File: config.mk
export PLATFORM = sky130hd
export DESIGN_NAME = cpu_issue_sequencer
export DESIGN_NICKNAME = d
export VERILOG_FILES = /design/src/rtl/cpu_seq_pkg.sv /design/src/rtl/seq_fifo.sv /design/src/rtl/cpu_issue_sequencer.sv
export SDC_FILE = /design/constraint.sdc
export NUM_CORES = 1
export LEC_CHECK = 0
export CORE_UTILIZATION = 52
export CTS_CLUSTER_DIAMETER = 200
export CTS_CLUSTER_SIZE = 20
export DETAILED_ROUTE_END_ITERATION = 8
export PLACE_DENSITY = 0.79
export SETUP_SLACK_MARGIN = 0.4
export SYNTH_ARGS = -nofsm -noshare
export SYNTH_HDL_FRONTEND = slang
export SYNTH_SLANG_ARGS = --single-unit
File: constraint.sdc
create_clock -name clk -period 2 [get_ports clk]
set_clock_uncertainty 0.1 [all_clocks]
set_input_delay 0.4 -clock clk [delete_from_list [all_inputs] [get_ports clk]]
set_output_delay 0.4 -clock clk [all_outputs]
set_load 0.1 [all_outputs]
File: src/rtl/cpu_seq_pkg.sv
// Shared types and field layout for the CPU issue sequencer.
package cpu_seq_pkg;

   localparam int INSTR_W = 10;
   localparam int R_W     = 5;
   localparam int OP_HI   = 9;
   localparam int OP_LO   = 8;

   localparam int FLAG_CF = 0;
   localparam int FLAG_SF = 1;
   localparam int FLAG_ZF = 2;
   localparam int FLAG_GF = 3;

   typedef enum logic [1:0] {
      ST_IDLE  = 2'd0,
      ST_ISSUE = 2'd1,
      ST_RESP  = 2'd2,
      ST_HALT  = 2'd3
   } seq_state_e;

   function automatic logic [1:0] opcode(input logic [INSTR_W-1:0] instr);
      return instr[OP_HI:OP_LO];
   endfunction

endpackage

File: src/rtl/seq_fifo.sv
// Small synchronous FIFO with wrap-bit pointers for the instruction queue.
module seq_fifo
   import cpu_seq_pkg::*;
#(
   parameter int DEPTH = 4,
   parameter int WIDTH = INSTR_W
) (
   input  logic             clk,
   input  logic             rst,
   input  logic             push,
   input  logic [WIDTH-1:0] wdata,
   input  logic             pop,
   output logic [WIDTH-1:0] rdata,
   output logic             full,
   output logic             empty
);

   localparam int AW = $clog2(DEPTH);

   logic [WIDTH-1:0] mem_q [DEPTH];
   logic [AW:0]      wr_q, wr_d;
   logic [AW:0]      rd_q, rd_d;
   logic             do_push, do_pop;

   assign empty = (wr_q == rd_q);
   assign full  = (wr_q[AW] != rd_q[AW]) &&
                  (wr_q[AW-1:0] == rd_q[AW-1:0]);
   assign rdata = mem_q[rd_q[AW-1:0]];

   assign do_push = push && !full;
   assign do_pop  = pop && !empty;

   always_comb begin
      wr_d = wr_q;
      rd_d = rd_q;
      if (do_push) wr_d = wr_q + (AW+1)'(1);
      if (do_pop)  rd_d = rd_q + (AW+1)'(1);
   end

   always_ff @(posedge clk) begin
      if (rst) begin
         wr_q <= '0;
         rd_q <= '0;
      end else begin
         wr_q <= wr_d;
         rd_q <= rd_d;
      end
   end

   // Storage needs no reset; the pointers define what is valid.
   always_ff @(posedge clk) begin
      if (do_push) mem_q[wr_q[AW-1:0]] <= wdata;
   end

endmodule

File: src/rtl/cpu_issue_sequencer.sv
// Feeds queued instructions to the combinational CPU one at a time and
// registers its result and flags into a valid/ready result stage.
module cpu_issue_sequencer
   import cpu_seq_pkg::*;
#(
   parameter int DEPTH  = 4,
   parameter int SETTLE = 1,
   parameter int CNT_W  = 8
) (
   input  logic               clk,
   input  logic               rst,
   input  logic               in_valid,
   output logic               in_ready,
   input  logic [INSTR_W-1:0] in_instr,
   output logic [INSTR_W-1:0] cpu_pi,
   input  logic [R_W-1:0]     cpu_r,
   input  logic               cpu_cf,
   input  logic               cpu_sf,
   input  logic               cpu_zf,
   input  logic               cpu_gf,
   output logic               res_valid,
   input  logic               res_ready,
   output logic [R_W-1:0]     res_r,
   output logic [3:0]         res_flags,
   input  logic               halt_on_zf,
   input  logic               resume,
   output logic               halted,
   output logic               busy,
   output logic [CNT_W-1:0]   issue_count
);

   localparam int SW = (SETTLE > 1) ? $clog2(SETTLE) : 1;

   seq_state_e         state_q, state_d;
   logic [INSTR_W-1:0] pi_q, pi_d;
   logic [SW-1:0]      settle_q, settle_d;
   logic               valid_q, valid_d;
   logic [R_W-1:0]     r_q, r_d;
   logic [3:0]         flags_q, flags_d;
   logic [CNT_W-1:0]   count_q, count_d;

   logic               fifo_full, fifo_empty, pop;
   logic [INSTR_W-1:0] head;

   assign in_ready = !fifo_full;

   seq_fifo #(
      .DEPTH (DEPTH),
      .WIDTH (INSTR_W)
   ) u_fifo (
      .clk   (clk),
      .rst   (rst),
      .push  (in_valid && !fifo_full),
      .wdata (in_instr),
      .pop   (pop),
      .rdata (head),
      .full  (fifo_full),
      .empty (fifo_empty)
   );

   always_comb begin
      state_d  = state_q;
      pi_d     = pi_q;
      settle_d = settle_q;
      valid_d  = valid_q;
      r_d      = r_q;
      flags_d  = flags_q;
      count_d  = count_q;
      pop      = 1'b0;
      unique case (state_q)
         ST_IDLE: begin
            if (!fifo_empty) begin
               pop      = 1'b1;
               pi_d     = head;
               settle_d = SW'(SETTLE - 1);
               state_d  = ST_ISSUE;
            end
         end
         ST_ISSUE: begin
            if (settle_q == '0) begin
               r_d              = cpu_r;
               flags_d[FLAG_CF] = cpu_cf;
               flags_d[FLAG_SF] = cpu_sf;
               flags_d[FLAG_ZF] = cpu_zf;
               flags_d[FLAG_GF] = cpu_gf;
               valid_d          = 1'b1;
               count_d          = count_q + CNT_W'(1);
               state_d          = ST_RESP;
            end else begin
               settle_d = settle_q - SW'(1);
            end
         end
         ST_RESP: begin
            if (valid_q && res_ready) begin
               valid_d = 1'b0;
               state_d = (halt_on_zf && flags_q[FLAG_ZF]) ? ST_HALT : ST_IDLE;
            end
         end
         ST_HALT: begin
            if (resume) state_d = ST_IDLE;
         end
         default: state_d = ST_IDLE;
      endcase
   end

   always_ff @(posedge clk) begin
      if (rst) begin
         state_q  <= ST_IDLE;
         pi_q     <= '0;
         settle_q <= '0;
         valid_q  <= 1'b0;
         r_q      <= '0;
         flags_q  <= '0;
         count_q  <= '0;
      end else begin
         state_q  <= state_d;
         pi_q     <= pi_d;
         settle_q <= settle_d;
         valid_q  <= valid_d;
         r_q      <= r_d;
         flags_q  <= flags_d;
         count_q  <= count_d;
      end
   end

   assign cpu_pi      = pi_q;
   assign res_valid   = valid_q;
   assign res_r       = r_q;
   assign res_flags   = flags_q;
   assign issue_count = count_q;
   assign halted      = (state_q == ST_HALT);
   assign busy        = (state_q != ST_IDLE) || !fifo_empty;

endmodule

==> metrics, run 1 <==
run status=complete, but fails checks; failing checks=setup timing; DP Wirelength=a little over 4 mm; Slew headroom=0.745; syn_nets=approximately 280; Pleak=1.67 nW; mux cell area share after synthesis=0.118; fin. max-slew vios=0; starting density of the core=0.555; commonest non-fill, non-tap cells in the layout=48 x nand2_1, 40 x edfxtp_1, 31 x buf_4, 24 x clkdlybuf4s50_1, 19 x dfxtp_1; Skew-Pair Late Insertion Delay=0.35 ns; top sig layer=met4; DR DRC count=0; hold path cells=2; Tightest Pin Transition=around 0.38 ns; met2 wire len=between 3 and 4 mm; FMAX=around 500 MHz; Routed WL=about 6.8 mm; Die Area=around 6400 um^2; delay-heaviest family, CP=simple AND/OR/NAND/NOR gates; I/O Pins=56; total number of vias=2227; compound-cell area share of the yosys netlist=0.0751; Max Root-Sink Buffers=2; reg2reg end=u_fifo.mem_q[2][8]; slowest stage delay, CP=between 0.4 and 0.5 ns; FFs w/ async S/R, synth=0; GPL Wtd Cong=approximately 0.73; RSZ-0062 raised after global routing=yes; Worst Slack Setup Final=-0.00315 ns; Post-Place Cell Area=a little under 4000 um^2; worst vdd ir=1080 uV; Gate Count Post-Synth=246; crit-path cells=xnor2_2 > or3_4 > buf_12; Port-buffer cells=55; Reg2Reg Setup Slack=between 0.2 and 0.3 ns; number of diodes=0; pin count of the biggest net entering global routing=26; Post-synth EDFFs=40; period utilization=1.00; hold_buf cts=0; Hold Path Origin=res_flags[0]; root buf cell=clkbuf_8; Fin. Hold Viols=0; Netlist cell types=46; Post-Synth Adder-Cell Area=0.0238; power density over cell area=1590 nW/um^2; post-layout util=0.785; vias in the first global route=around 2100; Yosys reg bits=76; first-pass GRT wire length=10.7 mm; crit path kind=register to output pin; most common cell after layout, fill and taps aside=nand2_1; R2R depth=5; setup TNS=-0.00315 ns; core footprint=5680 um^2; class of the worst hold path=register to register; Antenna Nets Post-Route=0; Syn-to-layout area delta=41.4%; syn_area_per_cell=~13 um^2; CP max-delay cell=or3_4; initial antenna violation count=0; routed wl met3=approximately 410 um; DR iter-0 viols=about 150; register area share after synthesis=0.610; FF-to-FF Start=u_fifo.rd_q[0]; DR vias/cell=5.46; routed wire length per instance=around 17 um; layout cells sized above 1=0.378; Final #Nets=approximately 360; row count=27; crit path DAT=~1.5 ns; GRT Util Overall=0.230; Final Cell Area=between 4000 and 5000 um^2; grt ovf=0; worst hold endpoint=res_flags[0]; clk sinks=between 70 and 80; simple-gate area share of the yosys netlist=0.119; Worst setup EP type=output pin; Critical Path Start Type=register; Metal-1 WL=2.87 mm; clk slew on worst S/H paths=approximately 0.080 ns; Worst Hold Slack=0.366 ns; Die Width=about 80 um; synth warn=0; total CTS buffers=9; Worst Path Buf+Inv=1; final setup fails=1; synthesized area=about 3100 um^2; H-Tree Level Count=3; Pre-Repair DR Iteration Count=4; CP max FO=4; post-synthesis xor/xnor area fraction=0.0215; number of max-cap violations=0; Worst path depth=3; Final min period=between 2 and 2.5 ns; Worst Path Required=1.50 ns; CTS tree=yes; Chip Height=79.8 um; largest family of logic cells by synthesized area=simple AND/OR/NAND/NOR gates; dominant synthesized flop cell=edfxtp_1
layout make-up:
type / instances / area, um^2
clock buffer: 9 / 124
fill: 324 / 1220
clock inverter: 7 / 80.1
inverter: 8 / 30.0
timing repair buffer: 82 / 908
sequential: 76 / 1970
multi-input combinational: 154 / 1250
tap: 72 / 90.1
stage by stage:
step	setup slack [ns]	power, W	instances
after floorplan	0.317	0.00453	246
after global placement	0.154	0.00540	370
after detailed placement	0.136	0.00543	370
after CTS	-0.000600	0.00690	401
after global routing	-0.0361	0.00733	408
final	-0.00315	0.00707	408
worst min-delay path, stage by stage, from the launching register on:
cell     delay [ns]
dfxtp_1        0.32
nand2_1        0.05
a21oi_1        0.06
per-layer routing:
| metal | vias up | GRT usage |
|---|---|---|
| met5 | - | 0 |
| met4 | 0 | 0.127 |
| met1 | 1055 | 0.297 |
| li1 | 1070 | - |
| met3 | 17 | 0.0446 |
| met2 | 85 | 0.365 |
sequential cells by signal (all words and copies together), names as in the netlist:
register      flops
issue_count       8
state_q           2
u_fifo.rd_q       3
u_fifo.wr_q       3
cpu_pi           10
u_fifo.mem_q     40
res_flags         4
res_r             5
res_valid         1
cell usage after synthesis (2+ instances only):
cell / n / area share
a21oi_1: 17 / 0.027
xnor2_1: 3 / 0.0083
nand3b_1: 2 / 0.0048
and2_2: 4 / 0.0095
or3_1: 4 / 0.0079
o21ai_0: 5 / 0.0079
buf_2: 4 / 0.0064
nand2_1: 49 / 0.058
a31oi_1: 2 / 0.0040
inv_1: 7 / 0.0083
mux4_2: 10 / 0.072
xor2_2: 2 / 0.010
edfxtp_1: 40 / 0.38
nor2b_1: 2 / 0.0040
dfxtp_1: 36 / 0.23
clkbuf_1: 5 / 0.0060
nor2_1: 7 / 0.0083
or4_1: 2 / 0.0048
o31ai_1: 2 / 0.0048
mux2i_1: 12 / 0.038
ha_1: 6 / 0.024
timing repair:
action	4_1_cts	5_1_grt
gates resized for setup	31	16
setup buffers	11	6
setup endpoints to repair	46	66
gates cloned	4	1
endpoints found under the hold margin	0	0
pin swaps	9	4
power breakdown:
group	total, W	internal (W)	switching, W
Clock	0.00120	0.000593	0.000611
Sequential	0.00220	0.00195	0.000247
Combinational	0.00366	0.00139	0.00227
kinds of logic after synthesis:
| group | Yosys count |
|---|---|
| adder cells (fa/ha/maj) | 6 |
| buffers and inverters | 20 |
| AND/OR/NAND/NOR | 79 |
| XOR/XNOR | 6 |
| AO/OA/AOI/OAI | 35 |
| multiplexers | 24 |
| flip-flops | 76 |
worst max path at each step:
stage / start / end / slack, ns
after global routing: u_fifo.rd_q[2] / in_ready / -0.04
after CTS: u_fifo.rd_q[1] / in_ready / -0.0006
final: u_fifo.wr_q[2] / in_ready / -0.003
after floorplan: issue_count[3] / issue_count[7] / 0.32
after detailed placement: in_valid / u_fifo.mem_q[1][4] / 0.14
after global placement: in_valid / u_fifo.mem_q[1][6] / 0.15
Power figures use the tool's default switching activity.
==> inputs of run 2 (changes only) <==
--- a/config.mk
+++ b/config.mk
@@ -5,7 +5,9 @@
 export SDC_FILE = /design/constraint.sdc
 export NUM_CORES = 1
 export LEC_CHECK = 0
-export CORE_UTILIZATION = 52
+export ABC_AREA = 1
+export CAP_MARGIN = 30
+export CORE_UTILIZATION = 53
 export CTS_CLUSTER_DIAMETER = 200
 export CTS_CLUSTER_SIZE = 20
 export DETAILED_ROUTE_END_ITERATION = 8
==> run 2 against run 1 <==
Effect of this change:
- power grew 4.8%
- final area grew 4.4%
- highest routed layer unchanged
- hold slack gained 0.017 ns
- cell count grew 40%
- critical path type unchanged
- worst setup slack gained 0.13 ns
- utilization shrank 1.8 points
- combinational power grew 15%
- sequential power shrank 2%
- first-iteration DRC count grew 34%
- critical path depth grew 2
- the run now ends clean
==> metrics, run 2 <==
run status=finished, final reports clean; CP max FO=5 (+1); clk slew on worst S/H paths=0.07 ns (about the same); starting density of the core=0.560 (+0.00477); GPL Wtd Cong=0.905 (+24%); Die Area=6720 um^2 (+5.5%); FFs w/ async S/R, synth=0 (unchanged); most frequent cells after synthesis=100 x nand2_1, 72 x inv_1, 60 x nor2_1, 40 x edfxtp_1; Largest register FFs=40 (unchanged); Slew headroom=0.727 (-0.0184); fin. max-slew vios=0 (unchanged); Skew-Pair Late Insertion Delay=0.34 ns (about the same); total CTS buffers=9 (unchanged); Antenna Nets Post-Route=0 (unchanged); DR vias/cell=5.02 (-8.0%); RSZ-0062 raised after global routing=yes; Max Root-Sink Buffers=2 (unchanged); FF+latch area=1960 um^2 (-0.38%); Pre-Repair DR Iteration Count=4 (unchanged); syn_area_per_cell=8.35 um^2 (-35%); FMAX=533 MHz (+6.8%); commonest non-fill, non-tap cells in the layout=94 x nand2_1, 68 x inv_1, 54 x nor2_1, 41 x buf_4, 40 x edfxtp_1; period utilization=0.937 (-0.0642); synthesized area=3390 um^2 (+7.7%); crit path DAT=1.37 ns (-0.13 ns); H-Tree Level Count=3 (unchanged); Syn-to-layout area delta=37.0%; class of the worst hold path=register to register; DR iter-0 viols=195 (+34%); synth warn=0 (unchanged); routed wire length per instance=14.3 um (-14%); I/O Pins=56 (unchanged); Reg2Reg Setup Slack=0.17 ns (-0.08 ns); first-pass GRT wire length=11.7 mm (+9.5%); Hold Path Origin=issue_count[5]; Final min period=1.87 ns (-0.128 ns); GRT Util Overall=0.243 (+0.0132); Yosys top cell area share=0.354 (-0.0273); most frequent cell after synthesis=nand2_1; root buf cell=clkbuf_8; Die Width=82 um (+2.7%); Yosys reg bits=76 (unchanged); Final #Nets=521 (+44%); Post-synth EDFFs=40 (unchanged); core footprint=6060 um^2 (+6.8%); area leader, netlist=edfxtp_1; area occupied by multi-input gates=1170 um^2 (-7.0%); post-layout util=0.767 (-0.0177); Critical Path Start Type=register; worst vdd ir=1340 uV (+24%); delay-heaviest family, CP=flip-flops; number of max-cap violations=0 (unchanged); Routed WL=8.14 mm (+20%); pin count of the biggest net entering global routing=21 (-19%); Tightest Pin Transition=0.407 ns (+0.0248 ns); Gate Count Post-Synth=406 (+65%); grt ovf=0 (unchanged); syn_nets=437 (+58%); number of diodes=0 (unchanged); clk sinks=76 (unchanged); Port-buffer cells=55 (unchanged); Worst Path Required=1.50 ns (about the same); Fillers=380 (+17%); crit-path cells=inv_1 > nand2_1 > nand2_1 > nand3_2 > buf_12; DR DRC count=0 (unchanged); hold_buf cts=0 (unchanged); initial antenna violation count=0 (unchanged); worst hold endpoint=issue_count[5]; Worst setup EP type=output pin; DP Wirelength=5.23 mm (+28%); register area share after synthesis=0.567 (-0.0437); row count=28 (+3.7%); R2R depth=9 (+4); most common cell after layout, fill and taps aside=nand2_1; hold path cells=2 (unchanged); total number of vias=2861 (+28%); Netlist cell types=26 (-43%); final setup fails=0 (-1); setup TNS=0 ns (+0.00315 ns); reg2reg end=state_q[1]; dominant synthesized flop cell=edfxtp_1; Critical Path Most Common Cell=nand2_1; FF-to-FF Start=u_fifo.wr_q[0]; Fin. Hold Viols=0 (unchanged); CP max-delay cell=dfxtp_4; CTS tree=yes; vias in the first global route=2571 (+20%); Worst Path Buf+Inv=2 (+1); power density over cell area=1590 nW/um^2 (+0.39%); Chip Height=82 um (+2.7%); synth top area cells=edfxtp_1 35%, dfxtp_1 21%, nand2_1 11%; Pleak=2.13 nW (+27%); crit path kind=register to output pin; layout cells sized above 1=0.232 (-0.146); slowest stage delay, CP=0.36 ns (-0.07 ns)
run 2: cell types whose count changed after synthesis, sizes merged, moves of 3 or more:
cell and delta:
inv +66, mux2i -12, nand3 +37, nor2 +54, nand2 +52, mux4 -10
and2 -5, buf +7, o31ai -3, o21ai +10, or3 -5, clkbuf -4
a21oi -8
run 2: cells by family (layout without fill, tap and decap cells):
| group | count (synthesis) | after routing | synth area share |
|---|---|---|---|
| XOR/XNOR | 3 | 3 | 0.00996 |
| flip-flops | 76 | 76 | 0.567 |
| AND/OR/NAND/NOR | 206 | 206 | 0.253 |
| buffers and inverters | 88 | 177 | 0.107 |
| adder cells (fa/ha/maj) | 6 | 6 | 0.0221 |
| AO/OA/AOI/OAI | 27 | 27 | 0.0421 |
run 2: power by group:
group          total, W  switching (W)  internal [W]
clock           0.00102       0.000540      0.000481
combinational   0.00422        0.00285       0.00138
sequential      0.00216       0.000208       0.00195
run 2: routing by layer:
metal | GRT usage | routed length [um]
met3 | 0.0478 | 459
met4 | 0.128 | 133
met2 | 0.401 | 4230
met5 | 0 | 0
met1 | 0.301 | 3320
run 2: final cells by class:
cell class / count / share of cell area
clock buffers: 12 / 0.0312
well taps: 75 / 0.0202
clock inverters: 4 / 0.00565
repair buffers: 88 / 0.209
inverters: 73 / 0.0611
multi-input cells: 242 / 0.251
flip-flops and latches: 76 / 0.421
run 2: per-stage QoR:
stage	hold slack (ns)	power [W]	setup slack (ns)	area, um^2	std cells
final	0.383	0.00740	0.125	4650	570
after global routing	0.407	0.00778	0.0551	4650	570
after CTS	0.387	0.00697	0.163	4460	561
after detailed placement	0.376	0.00582	0.0811	4200	536
after global placement	0.365	0.00575	0.123	4200	536
after floorplan	0.364	0.00492	-0.237	3430	406
run 2: worst max path at each step:
stage / startpoint / slack (ns) / cells after the start / endpoint
3_3_place_gp: in_valid / 0.12 / 4 / u_fifo.mem_q[3][2]
4_1_cts: u_fifo.rd_q[0] / 0.16 / 3 / busy
5_1_grt: u_fifo.wr_q[2] / 0.06 / 5 / busy
6_report: u_fifo.wr_q[2] / 0.13 / 5 / in_ready
3_5_place_dp: in_valid / 0.08 / 4 / u_fifo.mem_q[3][2]
2_1_floorplan: u_fifo.rd_q[0] / -0.24 / 5 / state_q[1]
run 2: repair_timing:
action,4_1_cts,5_1_grt
setup buffers,9,7
endpoints found under the setup margin,43,57
cloned,0,2
gates resized for setup,12,25
pin swaps,3,6
run 2: worst reg2reg max path: stages (launching register included):
cell and delay, ns:
dfxtp_4 0.37, xnor2_4 0.21, nand4_1 0.22, buf_4 0.21, buf_6 0.11, buf_6 0.10, buf_6 0.10, buf_6 0.11
o211ai_1 0.11, inv_1 0.08
==> inputs of run 3 (changes only) <==
--- a/config.mk
+++ b/config.mk
@@ -6,6 +6,7 @@
 export NUM_CORES = 1
 export LEC_CHECK = 0
 export ABC_AREA = 1
+export ABC_CLOCK_PERIOD_IN_PS = 2000
 export CAP_MARGIN = 30
 export CORE_UTILIZATION = 53
 export CTS_CLUSTER_DIAMETER = 200
==> results of run 3 <==
The final DEF is identical to that of run 2; final timing and power are the same.
